`config.mk`:
```
export PLATFORM = sky130hd
export DESIGN_NAME = mdu_hilo_flat
export DESIGN_NICKNAME = d
export VERILOG_FILES = /design/src/rtl/mdu_hilo_if.sv /design/src/rtl/mdu_hilo.sv /design/src/flat_wrapper.sv
export SDC_FILE = /design/constraint.sdc
export NUM_CORES = 2
export LEC_CHECK = 0
export CAP_MARGIN = 5
export CORE_UTILIZATION = 55
export CTS_BUF_LIST = sky130_fd_sc_hd__clkbuf_8
export DETAILED_ROUTE_END_ITERATION = 12
export PLACE_DENSITY_LB_ADDON = 0.05
export REMOVE_ABC_BUFFERS = 1
export SLEW_MARGIN = 20
export SYNTH_ARGS = -nofsm -noshare
export SYNTH_HDL_FRONTEND = slang
export SYNTH_SLANG_ARGS = --single-unit
```
`constraint.sdc`:
```
create_clock -name clk -period 8.5 [get_ports clk]
set_input_delay 0.85 -clock clk [delete_from_list [all_inputs] [get_ports clk]]
set_output_delay 0.85 -clock clk [all_outputs]
set_load 0.005 [all_outputs]
```
`src/rtl/mdu_hilo_if.sv`:
```
// mdu_hilo_if: E/M-stage connection bundle for the multiply/divide unit.
//
// Handshake: start_i acts as "valid" from E and is held high for as long as
// the mult/div instruction sits in E. The unit answers with stall_o acting as
// an inverted "ready": the op is complete and E may advance on any cycle
// where start_i=1 and stall_o=0 (the DONE cycle). flush_i withdraws the
// request unconditionally.
interface mdu_hilo_if;
    logic        start_i;
    logic [1:0]  op_i;
    logic [31:0] a_i;
    logic [31:0] b_i;
    logic        stallE_i;
    logic        flush_i;
    logic        mthi_i;
    logic        mtlo_i;
    logic [31:0] wdata_i;
    logic [31:0] hi_o;
    logic [31:0] lo_o;
    logic        stall_o;
    logic        busy_o;
    logic [1:0]  state_o;

    modport master (
        output start_i, op_i, a_i, b_i, stallE_i, flush_i, mthi_i, mtlo_i, wdata_i,
        input  hi_o, lo_o, stall_o, busy_o, state_o
    );

    modport slave (
        input  start_i, op_i, a_i, b_i, stallE_i, flush_i, mthi_i, mtlo_i, wdata_i,
        output hi_o, lo_o, stall_o, busy_o, state_o
    );
endinterface

```
`src/rtl/mdu_hilo.sv`:
```
// mdu_hilo: MIPS multiply/divide unit plus architectural HI/LO registers.
// Optional feature macro: MDU_DIV_EN builds the restoring radix-2 divider;
// without it div/divu pass IDLE->DONE leaving HI/LO untouched.
// state_o exposes the FSM state (0 IDLE, 1 MUL, 2 DIV, 3 DONE).
module mdu_hilo #(
    parameter int MUL_LAT = 2,
    parameter int CNT_W   = 6
) (
    input logic       clk,
    input logic       rst,
    mdu_hilo_if.slave bus
);
    typedef enum logic [1:0] {
        S_IDLE = 2'd0,
        S_MUL  = 2'd1,
        S_DIV  = 2'd2,
        S_DONE = 2'd3
    } state_t;

    // Last MUL-state count value; unused when MUL_LAT==1 (MUL is skipped).
    localparam logic [CNT_W-1:0] MUL_END = CNT_W'(MUL_LAT >= 2 ? MUL_LAT - 2 : 0);

    state_t           state;
    state_t           state_nx;
    logic [CNT_W-1:0] cnt;
    logic [31:0]      hi_q;
    logic [31:0]      lo_q;
    logic [63:0]      prod;
    logic [63:0]      prod_q;
    logic             mul_sgn;
    logic             wr_en;
    logic [31:0]      wr_hi;
    logic [31:0]      wr_lo;
    logic             accept;
    logic             mul_last;

    assign accept   = (state == S_IDLE) && bus.start_i && !bus.flush_i;
    assign mul_last = (state == S_MUL) && (cnt == MUL_END);

    // Product is formed from the E operands on the accept cycle and then registered.
    assign mul_sgn = !bus.op_i[0];
    assign prod    = {{32{mul_sgn & bus.a_i[31]}}, bus.a_i} * {{32{mul_sgn & bus.b_i[31]}}, bus.b_i};

`ifdef MDU_DIV_EN
    localparam logic [CNT_W-1:0] DIV_END = CNT_W'(31);

    logic        sa_q;
    logic        sb_q;
    logic [31:0] dvs_q;
    logic [31:0] quo_q;
    logic [31:0] rem_q;
    logic [32:0] shifted;
    logic [32:0] diff;
    logic        ge;
    logic [31:0] quo_nx;
    logic [31:0] rem_nx;
    logic        div_last;
    logic        a_neg;
    logic        b_neg;

    assign a_neg    = !bus.op_i[0] && bus.a_i[31];
    assign b_neg    = !bus.op_i[0] && bus.b_i[31];
    assign div_last = (state == S_DIV) && (cnt == DIV_END);

    // One restoring step: shift in the next dividend bit, subtract if it fits.
    assign shifted = {rem_q, quo_q[31]};
    assign diff    = shifted - {1'b0, dvs_q};
    assign ge      = !diff[32];
    assign rem_nx  = ge ? diff[31:0] : shifted[31:0];
    assign quo_nx  = {quo_q[30:0], ge};

    // Divider datapath: load magnitudes on accept, iterate while in DIV.
    always_ff @(posedge clk) begin
        if (!rst) begin
            sa_q  <= 1'b0;
            sb_q  <= 1'b0;
            dvs_q <= '0;
            quo_q <= '0;
            rem_q <= '0;
        end else if (accept) begin
            sa_q  <= a_neg;
            sb_q  <= b_neg;
            dvs_q <= b_neg ? -bus.b_i : bus.b_i;
            quo_q <= a_neg ? -bus.a_i : bus.a_i;
            rem_q <= '0;
        end else if (state == S_DIV) begin
            quo_q <= quo_nx;
            rem_q <= rem_nx;
        end
    end
`endif

    // State register.
    always_ff @(posedge clk) begin
        if (!rst) state <= S_IDLE;
        else      state <= state_nx;
    end

    // Next-state logic; a flush returns to IDLE from anywhere.
    always_comb begin
        state_nx = state;
        if (bus.flush_i) begin
            state_nx = S_IDLE;
        end else begin
            case (state)
                S_IDLE: begin
                    if (bus.start_i) begin
                        if (!bus.op_i[1])
                            state_nx = (MUL_LAT == 1) ? S_DONE : S_MUL;
`ifdef MDU_DIV_EN
                        else
                            state_nx = (bus.b_i != 32'd0) ? S_DIV : S_DONE;
`else
                        else
                            state_nx = S_DONE;
`endif
                    end
                end
                S_MUL:  if (mul_last) state_nx = S_DONE;
`ifdef MDU_DIV_EN
                S_DIV:  if (div_last) state_nx = S_DONE;
`endif
                S_DONE: if (!bus.stallE_i) state_nx = S_IDLE;
                default: state_nx = S_IDLE;
            endcase
        end
    end

    // Outputs and the single HI/LO result write on the edge entering DONE.
    always_comb begin
        wr_en       = 1'b0;
        wr_hi       = prod_q[63:32];
        wr_lo       = prod_q[31:0];
        bus.stall_o = !bus.flush_i && (accept || state == S_MUL || state == S_DIV);
        bus.busy_o  = (state == S_MUL) || (state == S_DIV);
        bus.state_o = state;
        if (!bus.flush_i) begin
            if (accept && !bus.op_i[1] && MUL_LAT == 1) begin
                wr_en = 1'b1;
                wr_hi = prod[63:32];
                wr_lo = prod[31:0];
            end else if (mul_last) begin
                wr_en = 1'b1;
            end
`ifdef MDU_DIV_EN
            if (accept && bus.op_i[1] && bus.b_i == 32'd0) begin
                wr_en = 1'b1;
                wr_hi = bus.a_i;
                wr_lo = 32'hFFFF_FFFF;
            end else if (div_last) begin
                wr_en = 1'b1;
                wr_hi = sa_q ? -rem_nx : rem_nx;
                wr_lo = (sa_q ^ sb_q) ? -quo_nx : quo_nx;
            end
`endif
        end
    end

    // Iteration counter: cleared on accept, advances in MUL/DIV.
    always_ff @(posedge clk) begin
        if (!rst || bus.flush_i) cnt <= '0;
        else if (accept) cnt <= '0;
        else if (state == S_MUL || state == S_DIV) cnt <= cnt + CNT_W'(1);
    end

    // Registered product captured when a mult is accepted.
    always_ff @(posedge clk) begin
        if (!rst) prod_q <= '0;
        else if (accept) prod_q <= prod;
    end

    // HI/LO: M-stage moves write every edge, but a same-edge result write wins.
    always_ff @(posedge clk) begin
        if (!rst) begin
            hi_q <= '0;
            lo_q <= '0;
        end else begin
            if (bus.mthi_i) hi_q <= bus.wdata_i;
            if (bus.mtlo_i) lo_q <= bus.wdata_i;
            if (wr_en) begin
                hi_q <= wr_hi;
                lo_q <= wr_lo;
            end
        end
    end

    // mfhi/mflo see an in-flight M-stage move.
    assign bus.hi_o = bus.mthi_i ? bus.wdata_i : hi_q;
    assign bus.lo_o = bus.mtlo_i ? bus.wdata_i : lo_q;
endmodule

```
`src/flat_wrapper.sv`:
```
// flat-port wrapper written by rule: the top's interface ports become plain ports
module mdu_hilo_flat 
#(
    parameter int MUL_LAT = 2,
    parameter int CNT_W   = 6
)
  (clk, rst, bus_start_i, bus_op_i, bus_a_i, bus_b_i, bus_stallE_i, bus_flush_i, bus_mthi_i, bus_mtlo_i, bus_wdata_i, bus_hi_o, bus_lo_o, bus_stall_o, bus_busy_o, bus_state_o);
  mdu_hilo_if bus_i ();
  input logic clk;
  input logic rst;
  input wire logic [$bits(bus_i.start_i)-1:0] bus_start_i;
  input wire logic [$bits(bus_i.op_i)-1:0] bus_op_i;
  input wire logic [$bits(bus_i.a_i)-1:0] bus_a_i;
  input wire logic [$bits(bus_i.b_i)-1:0] bus_b_i;
  input wire logic [$bits(bus_i.stallE_i)-1:0] bus_stallE_i;
  input wire logic [$bits(bus_i.flush_i)-1:0] bus_flush_i;
  input wire logic [$bits(bus_i.mthi_i)-1:0] bus_mthi_i;
  input wire logic [$bits(bus_i.mtlo_i)-1:0] bus_mtlo_i;
  input wire logic [$bits(bus_i.wdata_i)-1:0] bus_wdata_i;
  output wire logic [$bits(bus_i.hi_o)-1:0] bus_hi_o;
  output wire logic [$bits(bus_i.lo_o)-1:0] bus_lo_o;
  output wire logic [$bits(bus_i.stall_o)-1:0] bus_stall_o;
  output wire logic [$bits(bus_i.busy_o)-1:0] bus_busy_o;
  output wire logic [$bits(bus_i.state_o)-1:0] bus_state_o;
  assign bus_i.start_i = bus_start_i;
  assign bus_i.op_i = bus_op_i;
  assign bus_i.a_i = bus_a_i;
  assign bus_i.b_i = bus_b_i;
  assign bus_i.stallE_i = bus_stallE_i;
  assign bus_i.flush_i = bus_flush_i;
  assign bus_i.mthi_i = bus_mthi_i;
  assign bus_i.mtlo_i = bus_mtlo_i;
  assign bus_i.wdata_i = bus_wdata_i;
  assign bus_hi_o = bus_i.hi_o;
  assign bus_lo_o = bus_i.lo_o;
  assign bus_stall_o = bus_i.stall_o;
  assign bus_busy_o = bus_i.busy_o;
  assign bus_state_o = bus_i.state_o;
  mdu_hilo #(.MUL_LAT(MUL_LAT), .CNT_W(CNT_W)) u_core (.clk(clk), .rst(rst), .bus(bus_i));
endmodule
```
Yosys cells after proc, flatten, opt, wreduce, memory -nomap -nowiden

Index checks and enable logic that the tools add are counted.

Flip-flop bits (word level): 136
Input bits: 105
Output and inout bits: 68

Add/subtract/negate cells: 1
$mul: 1
Equality and inequality tests: 6
Mux-type cells: 11
Bitwise operators: 3
Reductions and logical operators: 16

Operators by type and width:

| operator                                              | number |
|---|---|
| 2-to-1 mux 32 bit                                     | 4 |
| multiplier 33 x 33 -> 64 bit                          | 1 |
| 2-to-1 mux 2 bit                                      | 4 |
| adder 6 x 1 -> 6 bit, second input constant           | 1 |
| logical NOT 6 bit                                     | 1 |
| one-hot mux 2 bit (3 select lines)                    | 1 |
| equality test 2 bit, second input constant            | 2 |
| logical AND 1 bit                                     | 4 |
| logical OR 1 bit                                      | 4 |
| inequality test 2 bit, second input constant          | 2 |
| OR reduction 2 bit                                    | 2 |
| logical NOT 1 bit                                     | 3 |
| AND reduction 3 bit                                   | 1 |
| AND 1 bit                                             | 2 |
| equality test 2 x 1 -> 1 bit, second input constant   | 1 |
| logical NOT 2 bit                                     | 1 |
| 2-to-1 mux 1 bit                                      | 2 |
| inequality test 2 x 1 -> 1 bit, second input constant | 1 |
| inverter 1 bit                                        | 1 |

Logic depth before layout (Yosys ltp)

Depth after elaboration: 6
Gate-level depth with buffers: 30

Worst setup path before layout

Ideal clock, no wire load.

Kind: input to register
Start point: input bus_a_i[31]
End point: register u_core.prod_q[60]
Arrival time: 8.132 ns
Setup slack: 0.252 ns
Stages: 28
Buffers on the path: 1
Cell sequence: nor2b_1 clkbuf_1 nand2_1 inv_1 fa_1 inv_1 fa_1 inv_1 fa_1 inv_1 fa_1 inv_1 fa_1 fa_1 fa_1 inv_1 fa_1 inv_1 ha_1 a21o_1 o21bai_1 a221oi_1 o21ai_1 nor3_2 a21boi_1 a221oi_2 a21oi_1 o211a_1

Word-level cells in the longest chain between the ends: 2

RTL lines:

| item                             | RTL line           | RTL |
|---|---|---|
| start: declaration               | flat_wrapper.sv:13 | `input wire logic [$bits(bus_i.a_i)-1:0] bus_a_i;` |
| AND 1 bit                        | mdu_hilo.sv:42     | `assign prod = {{32{mul_sgn & bus.a_i[31]}}, bus.a_i} * {{32{mul_sgn & bus.b_i[31]}}, bus.b_i};` |
| multiplier 33 x 33 -> 64 bit (*) | mdu_hilo.sv:42     |  |
| end signal: assignment           | mdu_hilo.sv:169    | `else if (accept) prod_q <= prod;` |
| end: declaration                 | mdu_hilo.sv:29     | `logic [63:0] prod_q;` |

Mark *: on every way between the ends. The rest lies on a longest branch, timed or not.
A chain may end at the register's enable or synchronous reset.

Worst setup path in the final report

Same ends and word-level chain as after synthesis.

==> results.md <==
* Total length of routed met2 wires at 60300 um
* TritonCTS clock tree: done
* Count of synthesis-stage warnings from yosys at 0
* Max-cap violations at 0
* Avg Cell Area, Syn at 9.08 sq um
* Largest net degree at the start of global routing at 89
* Floorplan die area at 80600 sq um
* Met1 WL at 49200 um
* Top-Level Pins at 173
* Average wire length per cell after detail routing at 19.4 um
* Total number of vias at 32664
* Net total in the final layout at 6616
* Initial standard-cell utilization of the core at 55.4%
* Required time of the worst setup path at 8.83 ns
* Remaining max-slew budget at the tightest pin at 35.4%
* Number of nets with antenna violations after routing at 0
* Count of final setup violators at 0
* CP Data Arrival Time at 8.56 ns
* Max FO, Critical Path at 11
* Clock network latency to the later pin of the worst-skew pair at 0.44 ns
* Crit path buf inv count at 9
* Vias in the first global route at 36010
* Top cell type's share of synthesized area at 51.5%
* Share of the clock period used by the worst path at 96.8%
* Time the final worst path needs with I/O delays and setup at 8.23 ns
* DRC violation count after routing at 0
* DR iter-0 viols at 1761
* Post-synth EDFFs at 0
* Kind of critical path: in -> reg
* Most frequent cell on the critical path: sky130_fd_sc_hd__fa_1
* Met3 Routed Length at 6700 um
* Total gr overflow at 0
* Core Footprint at 78900 sq um
* Async set-or-reset flop fraction in the synthesized netlist at 0%
* Category of the worst setup path capture point: register
* Area contributors post-synth: sky130_fd_sc_hd__fa_1 52%, sky130_fd_sc_hd__inv_1 9.9%, sky130_fd_sc_hd__nand2_1 6.8%
* All-layer global routing usage at 31.6%
* Number of max-slew violations in the final report at 0
* Area growth syn-to-layout at 15.5%
* Final HPWL from detailed placement at 106000 um
* Number of search-and-repair iterations in the first detailed-routing pass at 5
* Clk slew on worst S/H paths at 0.09 ns
* Worst hold-check path type: reg -> reg
* Distinct cells, synth at 67
* Slowest cell on the critical path: sky130_fd_sc_hd__fa_1
* Die boundary width at 284 um
* Total number of placement rows at 103
* Commonest register cell after synthesis: sky130_fd_sc_hd__dfxtp_1
* Share of synthesized area occupied by flip-flops and latches at 6.23%
* Fraction of final layout cells with drive strength greater than 1 at 10.6%
* Synthesized flop and latch total at 136
* Wire length of the first global-routing pass at 198000 um
* DR vias/cell at 5.24
* Sink Count at 136
* Die span in y at 284 um
* Htree depth at 4
* Max Freq at 0.121 GHz
* Final count of hold timing violations at 0
* Worst-Margin Slew at 0.969 ns
* Clk root buf: sky130_fd_sc_hd__clkbuf_8
* Largest area contributor in the netlist: sky130_fd_sc_hd__fa_1
* Routed WL at 121000 um
* Cell area after synthesis at 43700 sq um
* Biggest cell delay along the critical path at 0.56 ns
* Port Buf Inserts at 172
* Gate count after technology mapping at 4816
* Antenna violations before repair at 2
* Setup Fix Bufs, Post-CTS at 0
* Kind of cell adding the most delay to the critical path: adder cells
* Fillcell total at 6840
* Result of the run: complete, no violations
* Buffers from clock root to sink, at most at 2
* Clk_skew at 0.0147 ns
* Flop2flop setup slack at 6.01 ns
* Final design utilization at 64.0%
* TritonCTS Buffers at 17
* Gp weighted congestion at 0.946
* Worst setup SP type: primary input
* Highest signal layer in the routed design: met4
## flip-flops by register name (all words and copies together) (netlist names)
register,count
u_core.prod_q,64
u_core.hi_q,32
u_core.lo_q,32
u_core.cnt,6
u_core.bus.state_o,2
## placed cells by master (no fill, tap or decap), types with 15 or more instances in the layout
cell and n:
sky130_fd_sc_hd__nand4_1 15, sky130_fd_sc_hd__clkdlybuf4s50_1 170, sky130_fd_sc_hd__nor2_1 124, sky130_fd_sc_hd__clkbuf_8 17
sky130_fd_sc_hd__fa_1 1124, sky130_fd_sc_hd__xor2_1 19, sky130_fd_sc_hd__buf_12 80, sky130_fd_sc_hd__a21o_1 29
sky130_fd_sc_hd__buf_4 340, sky130_fd_sc_hd__ha_1 218, sky130_fd_sc_hd__o21ai_0 42, sky130_fd_sc_hd__nand3_1 40
sky130_fd_sc_hd__inv_1 1151, sky130_fd_sc_hd__and2_1 392, sky130_fd_sc_hd__dfxtp_1 136, sky130_fd_sc_hd__xnor2_1 40
sky130_fd_sc_hd__nor3_1 20, sky130_fd_sc_hd__mux2_2 64, sky130_fd_sc_hd__mux2i_1 65, sky130_fd_sc_hd__nand2_1 797
sky130_fd_sc_hd__a21oi_1 107
## routing by layer
metal | track usage, % | up-vias
li1 | - | 14670
met1 | 41.0 | 16831
met2 | 55.2 | 959
met3 | 3.36 | 204
met4 | 10.6 | 0
met5 | 0 | -
## through the flow
stage | setup WS, ns | setup TNS [ns] | hold slack [ns] | cells | instance area (sq um)
after global routing | -0.0103 | -0.0103 | 0.480 | 6232 | 50500
after CTS | 0.0517 | 0 | 0.455 | 6231 | 50400
final | 0.268 | 0 | 0.457 | 6232 | 50500
after global placement | -0.295 | -1.92 | 0.439 | 6199 | 50000
after floorplan | -0.265 | -0.571 | 0.431 | 4557 | 42700
after detailed placement | -0.397 | -3.33 | 0.444 | 6199 | 50000
## synth_stat cells (8+ instances only)
library cell,count
sky130_fd_sc_hd__inv_1,1152
sky130_fd_sc_hd__fa_1,1125
sky130_fd_sc_hd__nand2_1,797
sky130_fd_sc_hd__and2_1,392
sky130_fd_sc_hd__clkbuf_1,246
sky130_fd_sc_hd__ha_1,218
sky130_fd_sc_hd__dfxtp_1,136
sky130_fd_sc_hd__nor2_1,126
sky130_fd_sc_hd__a21oi_1,108
sky130_fd_sc_hd__mux2i_1,65
sky130_fd_sc_hd__mux2_2,64
sky130_fd_sc_hd__o21ai_0,42
sky130_fd_sc_hd__nand3_1,40
sky130_fd_sc_hd__xnor2_1,40
sky130_fd_sc_hd__a21o_1,29
sky130_fd_sc_hd__nor3_1,20
sky130_fd_sc_hd__xor2_1,19
sky130_fd_sc_hd__nand4_1,15
sky130_fd_sc_hd__or2_2,14
sky130_fd_sc_hd__a211oi_1,13
sky130_fd_sc_hd__o21a_1,12
sky130_fd_sc_hd__o21ai_1,12
sky130_fd_sc_hd__buf_1,11
sky130_fd_sc_hd__nand3b_1,11
sky130_fd_sc_hd__or3_1,11
sky130_fd_sc_hd__o211ai_1,10
sky130_fd_sc_hd__a31oi_1,8
sky130_fd_sc_hd__nand2b_1,8
sky130_fd_sc_hd__o21bai_1,8
## path summary, 6_finish.rpt
path / cells past startpoint / end / from
setup / recovery: 29 / u_core.prod_q[60]$_SDFFE_PN0P_ / bus_a_i[31]
hold / removal: 2 / u_core.prod_q[0]$_SDFFE_PN0P_ / u_core.prod_q[0]$_SDFFE_PN0P_
setup reg to reg: 7 / u_core.hi_q[24]$_SDFF_PN0_ / u_core.bus.state_o[1]$_SDFFE_PP0P_
hold reg to reg: 2 / u_core.prod_q[0]$_SDFFE_PN0P_ / u_core.prod_q[0]$_SDFFE_PN0P_
## logic make-up after synthesis
| kind of cell | synth area share (%) |
|---|---|
| adders and majority gates | 57.7 |
| buffers and inverters | 12.1 |
| DFF | 6.23 |
| AOI/OAI and AO/OA | 4.15 |
| xor gates and xnor gates | 1.18 |
| muxes | 3.14 |
| and+or+nand+nor | 15.4 |
## worst register-to-register path, stage by stage, from the launching register on
cell                       delay [ns]
sky130_fd_sc_hd__dfxtp_1         0.43
sky130_fd_sc_hd__inv_1           0.09
sky130_fd_sc_hd__ha_1            0.25
sky130_fd_sc_hd__nand4b_1        0.11
sky130_fd_sc_hd__buf_4           0.40
sky130_fd_sc_hd__buf_4           0.70
sky130_fd_sc_hd__mux2i_1         0.29
sky130_fd_sc_hd__nor2_1          0.06
## what timing repair did
item,in CTS,in global routing
setup endpoints to repair,0,12
gates resized for setup,0,14
hold buffers,0,0
## area by class of cell
type,instances,area [sq um],area share (%)
multi-input combinational,3268,35800,70.8
timing repair buffer,592,5880,11.6
inverter,1153,4330,8.58
sequential,136,2720,5.39
tap,1050,1310,2.60
clock inverter,15,245,0.486
clock buffer,17,234,0.463
antenna,1,2.50,0.00496
Power is left out: the tool's default activity adds up to more than one toggle a clock period on the data nets, which glitch-free logic cannot reach.
